## src/rtl/instr_fetch_unit.sv

```systemverilog
// -----------------------------------------------------------------------------
// instr_fetch_unit
//
// Fetch stage sitting directly upstream of a synchronous instruction memory
// with one-cycle read latency. IFU_PC is combinational and feeds the IMEM
// address, so the word IMEM returns in any cycle is always mem[cur_pc_q].
// Redirects therefore cost zero bubbles. The only bubble is the first cycle
// after reset, when no word has been read yet.
//
// Ports
//   IFU_clk               in   clock, all state updates on rising edge
//   IFU_rst_n             in   synchronous active-low reset
//   IFU_PC                out  next fetch index (IMEM address)
//   IFU_imem_instruction  in   IMEM read data for the index sampled last edge
//   IFU_stall             in   hold the presented instruction
//   IFU_redirect          in   taken branch/jump, kills presented instruction
//   IFU_redirect_target   in   index to fetch on redirect
//   IFU_instruction       out  instruction to decode
//   IFU_instr_PC          out  index of IFU_instruction
//   IFU_instr_PC_plus1    out  IFU_instr_PC + 1 (link value, wraps)
//   IFU_valid             out  IFU_instruction is meaningful
//   IFU_fetch_count       out  number of instructions accepted by decode
// -----------------------------------------------------------------------------
module instr_fetch_unit #(
    parameter int                  PC_WIDTH    = 8,
    parameter int                  INSTR_WIDTH = 32,
    parameter logic [PC_WIDTH-1:0] RESET_PC    = '0,
    parameter int                  CNT_WIDTH   = 16
) (
    input  logic                   IFU_clk,
    input  logic                   IFU_rst_n,
    output logic [PC_WIDTH-1:0]    IFU_PC,
    input  logic [INSTR_WIDTH-1:0] IFU_imem_instruction,
    input  logic                   IFU_stall,
    input  logic                   IFU_redirect,
    input  logic [PC_WIDTH-1:0]    IFU_redirect_target,
    output logic [INSTR_WIDTH-1:0] IFU_instruction,
    output logic [PC_WIDTH-1:0]    IFU_instr_PC,
    output logic [PC_WIDTH-1:0]    IFU_instr_PC_plus1,
    output logic                   IFU_valid,
    output logic [CNT_WIDTH-1:0]   IFU_fetch_count
);

    localparam logic [PC_WIDTH-1:0]  PC_ONE  = PC_WIDTH'(1);
    localparam logic [CNT_WIDTH-1:0] CNT_ONE = CNT_WIDTH'(1);

    logic [PC_WIDTH-1:0]  cur_pc_q;
    logic [PC_WIDTH-1:0]  pc_d;
    logic [PC_WIDTH-1:0]  pc_inc;
    logic                 valid_q;
    logic [CNT_WIDTH-1:0] count_q;
    logic [CNT_WIDTH-1:0] count_d;
    logic                 accept;

    assign pc_inc = cur_pc_q + PC_ONE;

    // Next fetch index. Redirect beats stall; while valid_q is low the
    // current word has not been read yet, so it is fetched again.
    always_comb begin
        // NOTE: default assignment first so every path drives pc_d and no latch is inferred.
        pc_d = pc_inc;
        if (!IFU_rst_n) begin
            pc_d = RESET_PC;
        end else if (IFU_redirect) begin
            pc_d = IFU_redirect_target;
        end else if (!valid_q || IFU_stall) begin
            pc_d = cur_pc_q;
        end
    end

    // Decode takes the presented word only if nothing holds or kills it.
    assign accept  = valid_q && !IFU_stall && !IFU_redirect;
    assign count_d = accept ? count_q + CNT_ONE : count_q;

    always_ff @(posedge IFU_clk) begin
        // NOTE: sequential state uses non-blocking assignments so all registers update from pre-edge values.
        if (!IFU_rst_n) begin
            cur_pc_q <= RESET_PC;
            valid_q  <= 1'b0;
            count_q  <= '0;
        end else begin
            cur_pc_q <= pc_d;
            valid_q  <= 1'b1;
            count_q  <= count_d;
        end
    end

    assign IFU_PC             = pc_d;
    assign IFU_instruction    = IFU_imem_instruction;
    assign IFU_instr_PC       = cur_pc_q;
    assign IFU_instr_PC_plus1 = pc_inc;
    assign IFU_valid          = valid_q;
    assign IFU_fetch_count    = count_q;

endmodule

```

## config.mk

```make
export PLATFORM = sky130hd
export DESIGN_NAME = instr_fetch_unit
export DESIGN_NICKNAME = d
export VERILOG_FILES = /design/src/rtl/instr_fetch_unit.sv
export SDC_FILE = /design/constraint.sdc
export NUM_CORES = 1
export LEC_CHECK = 0
export CAP_MARGIN = 15
export CORE_MARGIN = 4
export CORE_UTILIZATION = 35
export CTS_BUF_LIST = sky130_fd_sc_hd__clkbuf_8
export DETAILED_ROUTE_END_ITERATION = 16
export PLACE_DENSITY = 0.83
export SYNTH_ARGS = -nofsm -noshare
export SYNTH_HDL_FRONTEND = slang
export SYNTH_SLANG_ARGS = --single-unit
```

## constraint.sdc

```tcl
create_clock -name IFU_clk -period 3 [get_ports IFU_clk]
set_clock_uncertainty 0.15 [all_clocks]
set_input_delay 0.9 -clock IFU_clk [delete_from_list [all_inputs] [get_ports IFU_clk]]
set_output_delay 0.9 -clock IFU_clk [all_outputs]
set_load 0.03 [all_outputs]
```

==> summary by stage, run 1 <==
Outcome
The flow ran to the end, but the final reports show violations. The final reports fail on negative setup slack.

CTS
At the later pin of the worst-skew pair, clock insertion delay measures 0.27 ns. CTS placed an instance of sky130_fd_sc_hd__clkbuf_8 at the clock tree root. The buffer levels on the longest clock path is 2. Clock-pin slew was measured on the worst setup and hold paths at 0.09 ns. The number of clock buffers added by TritonCTS is 3. The number of sinks handled by clock tree synthesis is 25. TritonCTS built the clock tree. CTS built an H-tree with a depth of 1.

Yosys
During synthesis, Yosys emitted a total of 0 warnings. The share of synthesized area in the top cell type comes to 32.3%. The simple-gate area share of the yosys netlist is 23.2%. In the post-synthesis netlist, the biggest area contributors are sky130_fd_sc_hd__dfxtp_1, sky130_fd_sc_hd__buf_4, sky130_fd_sc_hd__a21oi_1.

The synthesized design contains 25 register bits. The synthesized-area fraction occupied by xor and xnor cells is 11.3%. The fraction of synthesized area in multiplexers is 1.29%. Of the synthesized area, sequential elements account for 32.3%. Summing the areas of all compound-gate instances in the mapped netlist gives 11.8% of the synthesized area.

Counting every net in the synthesized netlist gives 235. Summed over all instances, the cell type with the most area after synthesis is sky130_fd_sc_hd__dfxtp_1. In this run the cell area of the synthesized design comes to 1550 sq um.

The combinational family with the most area after synthesis is simple AND/OR/NAND/NOR gates. The mean area per synthesized cell is 8.21 sq um. Of the total synthesized cell area, the portion taken by full adders, half adders and majority gates is 1.61%. The number of instances in the synthesized netlist is 189.

The count of unique library cells instantiated by Yosys is 34.

Power and ir drop
In this run, the combinational gates consume 28.9% of the power. IR analysis of the VDD net gives a maximum drop of 0.000188 V. In this run, the clock network consumes 25.9% of the power. Total power for the finished layout comes to 0.783 mW. The share of total power dissipated in sequential elements is 45.2%. The proportion of total power due to net switching is 30.7%. For this design the ratio of total power to cell area is 347 nW/um^2. The total net switching power is 0.241 mW. The static leakage power is 0.912 nW.

Cell internal power was estimated by the tool at 0.543 mW.

STA
The maximum operating frequency is 324 MHz. Measured against its own limit, the worst slew margin works out to 76.6%. After layout, the worst setup slack is -0.0850 ns. The minimum clock period is 3.09 ns.

Setup repair after global routing could not meet its margin everywhere. The slew at the pin closest to its max-slew limit is 0.347 ns. The number of failing setup endpoints in the final timing report is 3.

The number of hold violations in the final report is 0. The count of final max-slew check failures came to 0. The share of the clock period used by the worst path is 103%.

Critical path
The peak fanout along the critical path is 2. The worst path required time is 1.95 ns. The cell at the slowest stage of the critical path is sky130_fd_sc_hd__or4_4. The critical path capture point type is a primary output.

The signal on the critical path passes through buf_8 > nand2b_4 > or4_4 > xor2_2 > a21oi_2 > buf_6. The critical path is of the in -> out type. The arrival time at the worst endpoint is 2.04 ns.

The sort of element at the start of the critical path is a primary input. The delay of the slowest critical-path stage is 0.43 ns.

Routing
In the routed layout, each cell is associated on average with a via count of 5.11. The number of design-rule violations left by the first detailed-router iteration is 72. The final routed wirelength across all metal layers is 4.12 mm. The via total after detailed routing is 1462. In the final routed layout, each cell accounts on average for 14.4 um. In this run the remaining antenna-violating nets after routing total 0. The remaining routing DRC violations is 0. The first TritonRoute pass finished after 4 iterations.

Global route
The all-layer global routing usage is 14.4%. For this run the aggregate overflow at the end of global routing stands at 0. The number of global-route vias before repair came to 1346.

The number of antenna violations at the first check in global routing was 0. The first-pass GRT wire length is 6.22 mm. Entering global routing, the biggest net connects 19 pins.

Hold path
The class of the worst hold path is reg -> reg.

Placed design
The placed wire-length estimate is 2.94 mm. In this run, placement finished with an instance count of 275. The placer's final routability congestion estimate is 0.821. The number of I/O port buffers is 52.

Die
The full die area is 5560 sq um. From bottom edge to top edge, the die measures 74.6 um. The core region is 4140 sq um. The die is 74.6 um wide. The initial core utilization is 37.4%. Pin placement for this block handled 117 I/O pins. The initialized floorplan defines 23 standard-cell rows.

Final layout
The number of fill cells is 363. The ratio of cells with drive above 1 in the final layout is 28.0%. Leaving out fill and tap cells, the most frequent cell in the layout is sky130_fd_sc_hd__clkdlybuf4s50_1.

The number of diodes is 0. The area growth from synthesis to layout is 45.6%. The number of nets in the layout is 283. In the layout the commonest cells are sky130_fd_sc_hd__clkdlybuf4s50_1, sky130_fd_sc_hd__buf_4, sky130_fd_sc_hd__dfxtp_1. The number of cells in the finished layout apart from fillers is 286.

Flow run
The max capacitance violation total is 0.
final timing paths:
| check | start | endpoint | slack (ns) | cells past startpoint |
|---|---|---|---|---|
| setup / recovery | IFU_stall | IFU_PC[7] | -0.09 | 6 |
| hold / removal | IFU_fetch_count[15]$_SDFFE_PN0P_ | IFU_fetch_count[15]$_SDFFE_PN0P_ | 0.33 | 2 |
| setup reg to reg | IFU_valid$_DFF_P_ | IFU_fetch_count[13]$_SDFFE_PN0P_ | 1.06 | 5 |
| hold reg to reg | IFU_fetch_count[15]$_SDFFE_PN0P_ | IFU_fetch_count[15]$_SDFFE_PN0P_ | 0.33 | 2 |
cell type report:
cell class              instances  area, sq um  share of cell area [%]
repair buffers                 81          779                    34.5
inverters                       4         15.0                   0.665
clock buffers                   3         41.3                    1.83
flip-flops and latches         25          500                    22.2
clock inverters                 1         7.51                   0.332
well taps                      50         62.6                    2.77
multi-input cells             122          852                    37.7
cells by family after synthesis:
kind of cell / count (synthesis)
simple gates: 64
compound gates: 34
mux: 2
flops: 25
buf+inv: 42
fa+ha+maj: 2
xor+xnor: 20
timing repair:
action,4_1_cts,5_1_grt
resized for setup,24,12
pin swaps,10,5
endpoints found under the setup margin,11,11
hold buffers,0,0
gates cloned,0,1
setup buffers,4,2
worst max-delay path, delay by kind of cell:
family / cells / cell delay (ns)
simple gates: 2 / 0.56
xor+xnor: 1 / 0.17
compound gates: 1 / 0.15
buf+inv: 2 / 0.25
power by group through the flow:
| stage | combinational, mW | sequential, mW | clock (mW) |
|---|---|---|---|
| after detailed placement | 0.205 | 0.360 | 0 |
| after global placement | 0.203 | 0.359 | 0 |
| final | 0.226 | 0.354 | 0.203 |
| after floorplan | 0.167 | 0.379 | 0 |
| after CTS | 0.216 | 0.353 | 0.211 |
| after global routing | 0.239 | 0.356 | 0.222 |
cell usage after synthesis:
| cell type | count |
|---|---|
| sky130_fd_sc_hd__buf_4 | 32 |
| sky130_fd_sc_hd__or4_4 | 1 |
| sky130_fd_sc_hd__mux2i_1 | 2 |
| sky130_fd_sc_hd__nand4_2 | 1 |
| sky130_fd_sc_hd__a21oi_1 | 18 |
| sky130_fd_sc_hd__nor2b_1 | 1 |
| sky130_fd_sc_hd__nand2_1 | 12 |
| sky130_fd_sc_hd__clkbuf_1 | 4 |
| sky130_fd_sc_hd__ha_1 | 2 |
| sky130_fd_sc_hd__nor4_1 | 1 |
| sky130_fd_sc_hd__and4_2 | 1 |
| sky130_fd_sc_hd__nor3_1 | 4 |
| sky130_fd_sc_hd__xor2_1 | 10 |
| sky130_fd_sc_hd__a311oi_1 | 2 |
| sky130_fd_sc_hd__buf_2 | 1 |
| sky130_fd_sc_hd__and3_2 | 1 |
| sky130_fd_sc_hd__nand4_1 | 7 |
| sky130_fd_sc_hd__xnor2_1 | 10 |
| sky130_fd_sc_hd__dfxtp_1 | 25 |
| sky130_fd_sc_hd__or3_1 | 6 |
| sky130_fd_sc_hd__nor2_1 | 13 |
| sky130_fd_sc_hd__a211oi_1 | 2 |
| sky130_fd_sc_hd__o21ai_0 | 12 |
| sky130_fd_sc_hd__inv_1 | 4 |
| sky130_fd_sc_hd__and2_1 | 1 |
| sky130_fd_sc_hd__and4_1 | 1 |
| sky130_fd_sc_hd__nand3_1 | 7 |
| sky130_fd_sc_hd__or4_1 | 1 |
| sky130_fd_sc_hd__nand2b_1 | 2 |
| sky130_fd_sc_hd__nand3b_1 | 1 |
| sky130_fd_sc_hd__nand4b_2 | 1 |
| sky130_fd_sc_hd__dlymetal6s2s_1 | 1 |
| sky130_fd_sc_hd__and4bb_2 | 1 |
| sky130_fd_sc_hd__and3_1 | 1 |
per-layer routing:
layer / global-route usage [%] / vias to the layer above / part of all wire [%]
met5: 0 / - / 0
met4: 5.93 / 0 / 1.4
met3: 3.11 / 8 / 6.6
met2: 24.0 / 46 / 48
met1: 17.8 / 691 / 44
li1: - / 717 / -
stage by stage:
| step | worst slack, ns | hold WS [ns] | setup TNS [ns] | instance area, sq um | utilization, % |
|---|---|---|---|---|---|
| after CTS | -0.184 | 0.334 | -0.344 | 2170 | 52.4 |
| after global placement | -0.453 | 0.308 | -2.29 | 2050 | 49.5 |
| after global routing | -0.152 | 0.344 | -0.502 | 2260 | 54.5 |
| final | -0.0850 | 0.335 | -0.162 | 2260 | 54.5 |
| after detailed placement | -0.513 | 0.319 | -2.65 | 2050 | 49.5 |
| after floorplan | -0.189 | 0.438 | -0.189 | 1580 | - |
state kept, by name, summed over array words and instances (netlist names):
register,count
IFU_fetch_count,16
IFU_instr_PC,8
IFU_valid,1
(Power assumes the default switching activity.)
==> inputs of run 2 (changes only) <==
--- a/config.mk
+++ b/config.mk
@@ -6,11 +6,12 @@
 export NUM_CORES = 1
 export LEC_CHECK = 0
 export CAP_MARGIN = 15
-export CORE_MARGIN = 4
+export CORE_MARGIN = 1.5
 export CORE_UTILIZATION = 35
 export CTS_BUF_LIST = sky130_fd_sc_hd__clkbuf_8
 export DETAILED_ROUTE_END_ITERATION = 16
 export PLACE_DENSITY = 0.83
+export SETUP_SLACK_MARGIN = 0.15
 export SYNTH_ARGS = -nofsm -noshare
 export SYNTH_HDL_FRONTEND = slang
 export SYNTH_SLANG_ARGS = --single-unit
==> run 2 against run 1 <==
The flow still finishes with violations (negative setup slack). Core utilization is 2.1 points lower. Clock power increased by 5%. Non-clock buffer count decreased by 1. Global-route usage grew 1.4 points. Hold slack gained 0.025 ns. Count of clock-buffer cells in the layout is the same. Cell area is 0.33% higher. Sequential share of layout area down 0.073 points. Combinational power hardly changed. First-iteration DRC count decreased by 21%. Cell count rose by 0.35%. Setup slack got worse by 0.0054 ns. Highest routed layer unchanged.
==> summary by stage, run 2 (synthesis results as in run 1) <==
Outcome
The flow ran to the end, but the final reports show violations. The final reports fail on negative setup slack.

Routing
The detailed-routed wire length on met2 is 1.87 mm (-5.3%). The via total after detailed routing is 1444 (-1.2%). The per-cell routed wire length is 13.3 um (-7.4%).

The vias per cell is 5.03 (-1.6%). The remaining number of nets flagged by the antenna check after routing is 0 (unchanged). The wire length on met3 was 242 um (-10%). The number of design-rule violations left by the first detailed-router iteration is 57 (-21%).

The length of routed wiring on met1 is 1.67 mm (-7.9%). The detailed-routing iteration count for the pre-antenna-repair pass is 4 (unchanged). Routed signal wires occupy layers up through met4. The remaining routing DRC violations is 0 (unchanged).

The final routed wirelength across all metal layers is 3.82 mm (-7.1%).

Final layout
The final core utilization was 52.4% (-2.1 points). The library cell used most frequently in the layout, excluding fill and tap cells, is sky130_fd_sc_hd__clkdlybuf4s50_1. The flip-flop count of the largest register, all copies and words added came to 16 (unchanged). The number of nets in the layout is 282 (-0.35%). The number of diodes is 0 (unchanged). The area of all placed cells without fillers is 2270 sq um (+0.33%).

The ratio of cells with drive above 1 in the final layout came to 28.9% (+0.97 points). The signed area change from the synthesized netlist to the final layout is 46.0%. In the layout the commonest cells are sky130_fd_sc_hd__clkdlybuf4s50_1, sky130_fd_sc_hd__buf_4, sky130_fd_sc_hd__dfxtp_1.

Critical path
The arrival time at the worst endpoint is 2.04 ns (about the same). The critical path capture point type is a primary output. The path type of the worst setup path is in -> out.

The peak fanout along the critical path is 2 (unchanged). The worst path required time is 1.95 ns (about the same). The sort of element at the start of the critical path is a primary input.

Power and ir drop
The power density relative to cell area is 350 nW/um^2 (+0.88%). The static leakage power is 0.900 nW (-1.3%). The worst supply voltage drop on vdd is 0.000145 V (-23%). The total power after layout was 0.793 mW (+1.2%).

Global route
The number of global-route vias before repair is 1426 (+5.9%). The maximum number of pins on one net before global-route repair was 17 (-2). The aggregate global routing overflow was 0 (unchanged).

The number of antenna violations at the first check in global routing is 0 (unchanged). The all-layer global routing usage was 15.7% (+1.4 points). The first-pass GRT wire length came to 6.30 mm (+1.3%).

Placed design
The placed instance area is 2100 sq um (+2.6%). The number of I/O port buffers is 52 (unchanged). The placed wire-length estimate is 2.88 mm (-2.3%). The setup slack after placement was -0.449 ns (+0.0640 ns). The placer's final routability congestion estimate was 0.815 (-0.78%).

STA
The count of final max-slew check failures is 0 (unchanged). The minimum setup slack in the final design is -0.0904 ns (-0.00542 ns). The number of hold violations in the final report was 0 (unchanged). The maximum operating frequency is 324 MHz (-0.18%). The slew at the pin closest to its max-slew limit is 0.353 ns (+0.00567 ns).

The relative max-transition margin is 76.3% (-0.38 points). The share of the clock period used by the worst path is 103% (+0.18 points). The minimum clock period was 3.09 ns (+0.00542 ns).

Setup repair after global routing could not meet its margin everywhere. The number of failing setup endpoints in the final timing report came to 5 (+2).

Flow run
The max capacitance violation total is 0 (unchanged).

CTS
The CTS tree is done. The clock tree root buffer cell is sky130_fd_sc_hd__clkbuf_8. The number of sinks handled by clock tree synthesis is 25 (unchanged). The post-CTS clock slew at the launch and capture registers of the worst setup and hold paths is 0.10 ns (about the same). The number of buffers added by the clock tree synthesis step is 3 (unchanged). The source-to-sink clock delay at the later pin of the worst-skew pair was 0.27 ns (about the same). The buffer levels on the longest clock path came to 2 (unchanged).

The count of H-tree levels built during CTS is 1 (unchanged).

Die
The number of cell rows is 24 (+4.3%). The die extent in x came to 69.6 um (-6.7%). The core area came to 4320 sq um (+4.3%). The vertical extent of the die is 69.6 um (-6.7%). The full die area is 4840 sq um (-13%). The I/O pin count is 117 (unchanged). The initial core utilization is 35.9% (-1.6 points).

Hold path
The tightest min-delay check is of the reg -> reg type.
-- run 2: layout make-up --
cell class / count / area [sq um]
clock inverter: 1 / 8.76
inverter: 4 / 15.0
fill: 399 / 2060
timing repair buffer: 80 / 734
tap: 52 / 65.1
clock buffer: 3 / 41.3
sequential: 25 / 500
multi-input combinational: 122 / 901
-- run 2: path summary, 6_finish.rpt --
| path | startpoint | cells after the start | end | slack [ns] |
|---|---|---|---|---|
| worst max-delay path | IFU_stall | 6 | IFU_PC[7] | -0.09 |
| worst min register to register | IFU_fetch_count[15]$_SDFFE_PN0P_ | 2 | IFU_fetch_count[15]$_SDFFE_PN0P_ | 0.36 |
| worst min-delay path | IFU_fetch_count[15]$_SDFFE_PN0P_ | 2 | IFU_fetch_count[15]$_SDFFE_PN0P_ | 0.36 |
| worst max register to register | IFU_valid$_DFF_P_ | 5 | IFU_fetch_count[13]$_SDFFE_PN0P_ | 1.08 |
-- run 2: critical path, stage by stage --
cell                       delay, ns
sky130_fd_sc_hd__buf_6          0.10
sky130_fd_sc_hd__nand2b_4       0.13
sky130_fd_sc_hd__or4_4          0.46
sky130_fd_sc_hd__xor2_4         0.18
sky130_fd_sc_hd__a21oi_4        0.13
sky130_fd_sc_hd__buf_6          0.14
-- run 2: stage by stage --
step | setup TNS, ns | instances | hold WS [ns]
after detailed placement | -3.06 | 280 | 0.340
final | -0.153 | 287 | 0.360
after global placement | -2.74 | 280 | 0.305
after CTS | -0.529 | 285 | 0.354
after floorplan | -0.110 | 189 | 0.438
after global routing | -0.575 | 287 | 0.387
-- run 2: per-layer routing --
layer  up-vias  track usage (%)
met5         -                0
met4         0             5.88
met3        14             3.49
met2        55             26.3
met1       661             19.8
li1        714                -
-- run 2: report_power, final --
part	internal (mW)	switching, mW	leakage [nW]	total, mW
registers	0.341	0.0114	0.204	0.353
clock network	0.0974	0.116	0.0261	0.213
logic	0.105	0.122	0.670	0.227
total	0.543	0.249	0.900	0.793
-- run 2: what timing repair did --
item                       4_1_cts  5_1_grt
setup endpoints to repair       13       11
setup buffers                    1        2
gates cloned                     0        0
pin swaps                       10        8
hold buffers                     0        0
resized for setup               32       12
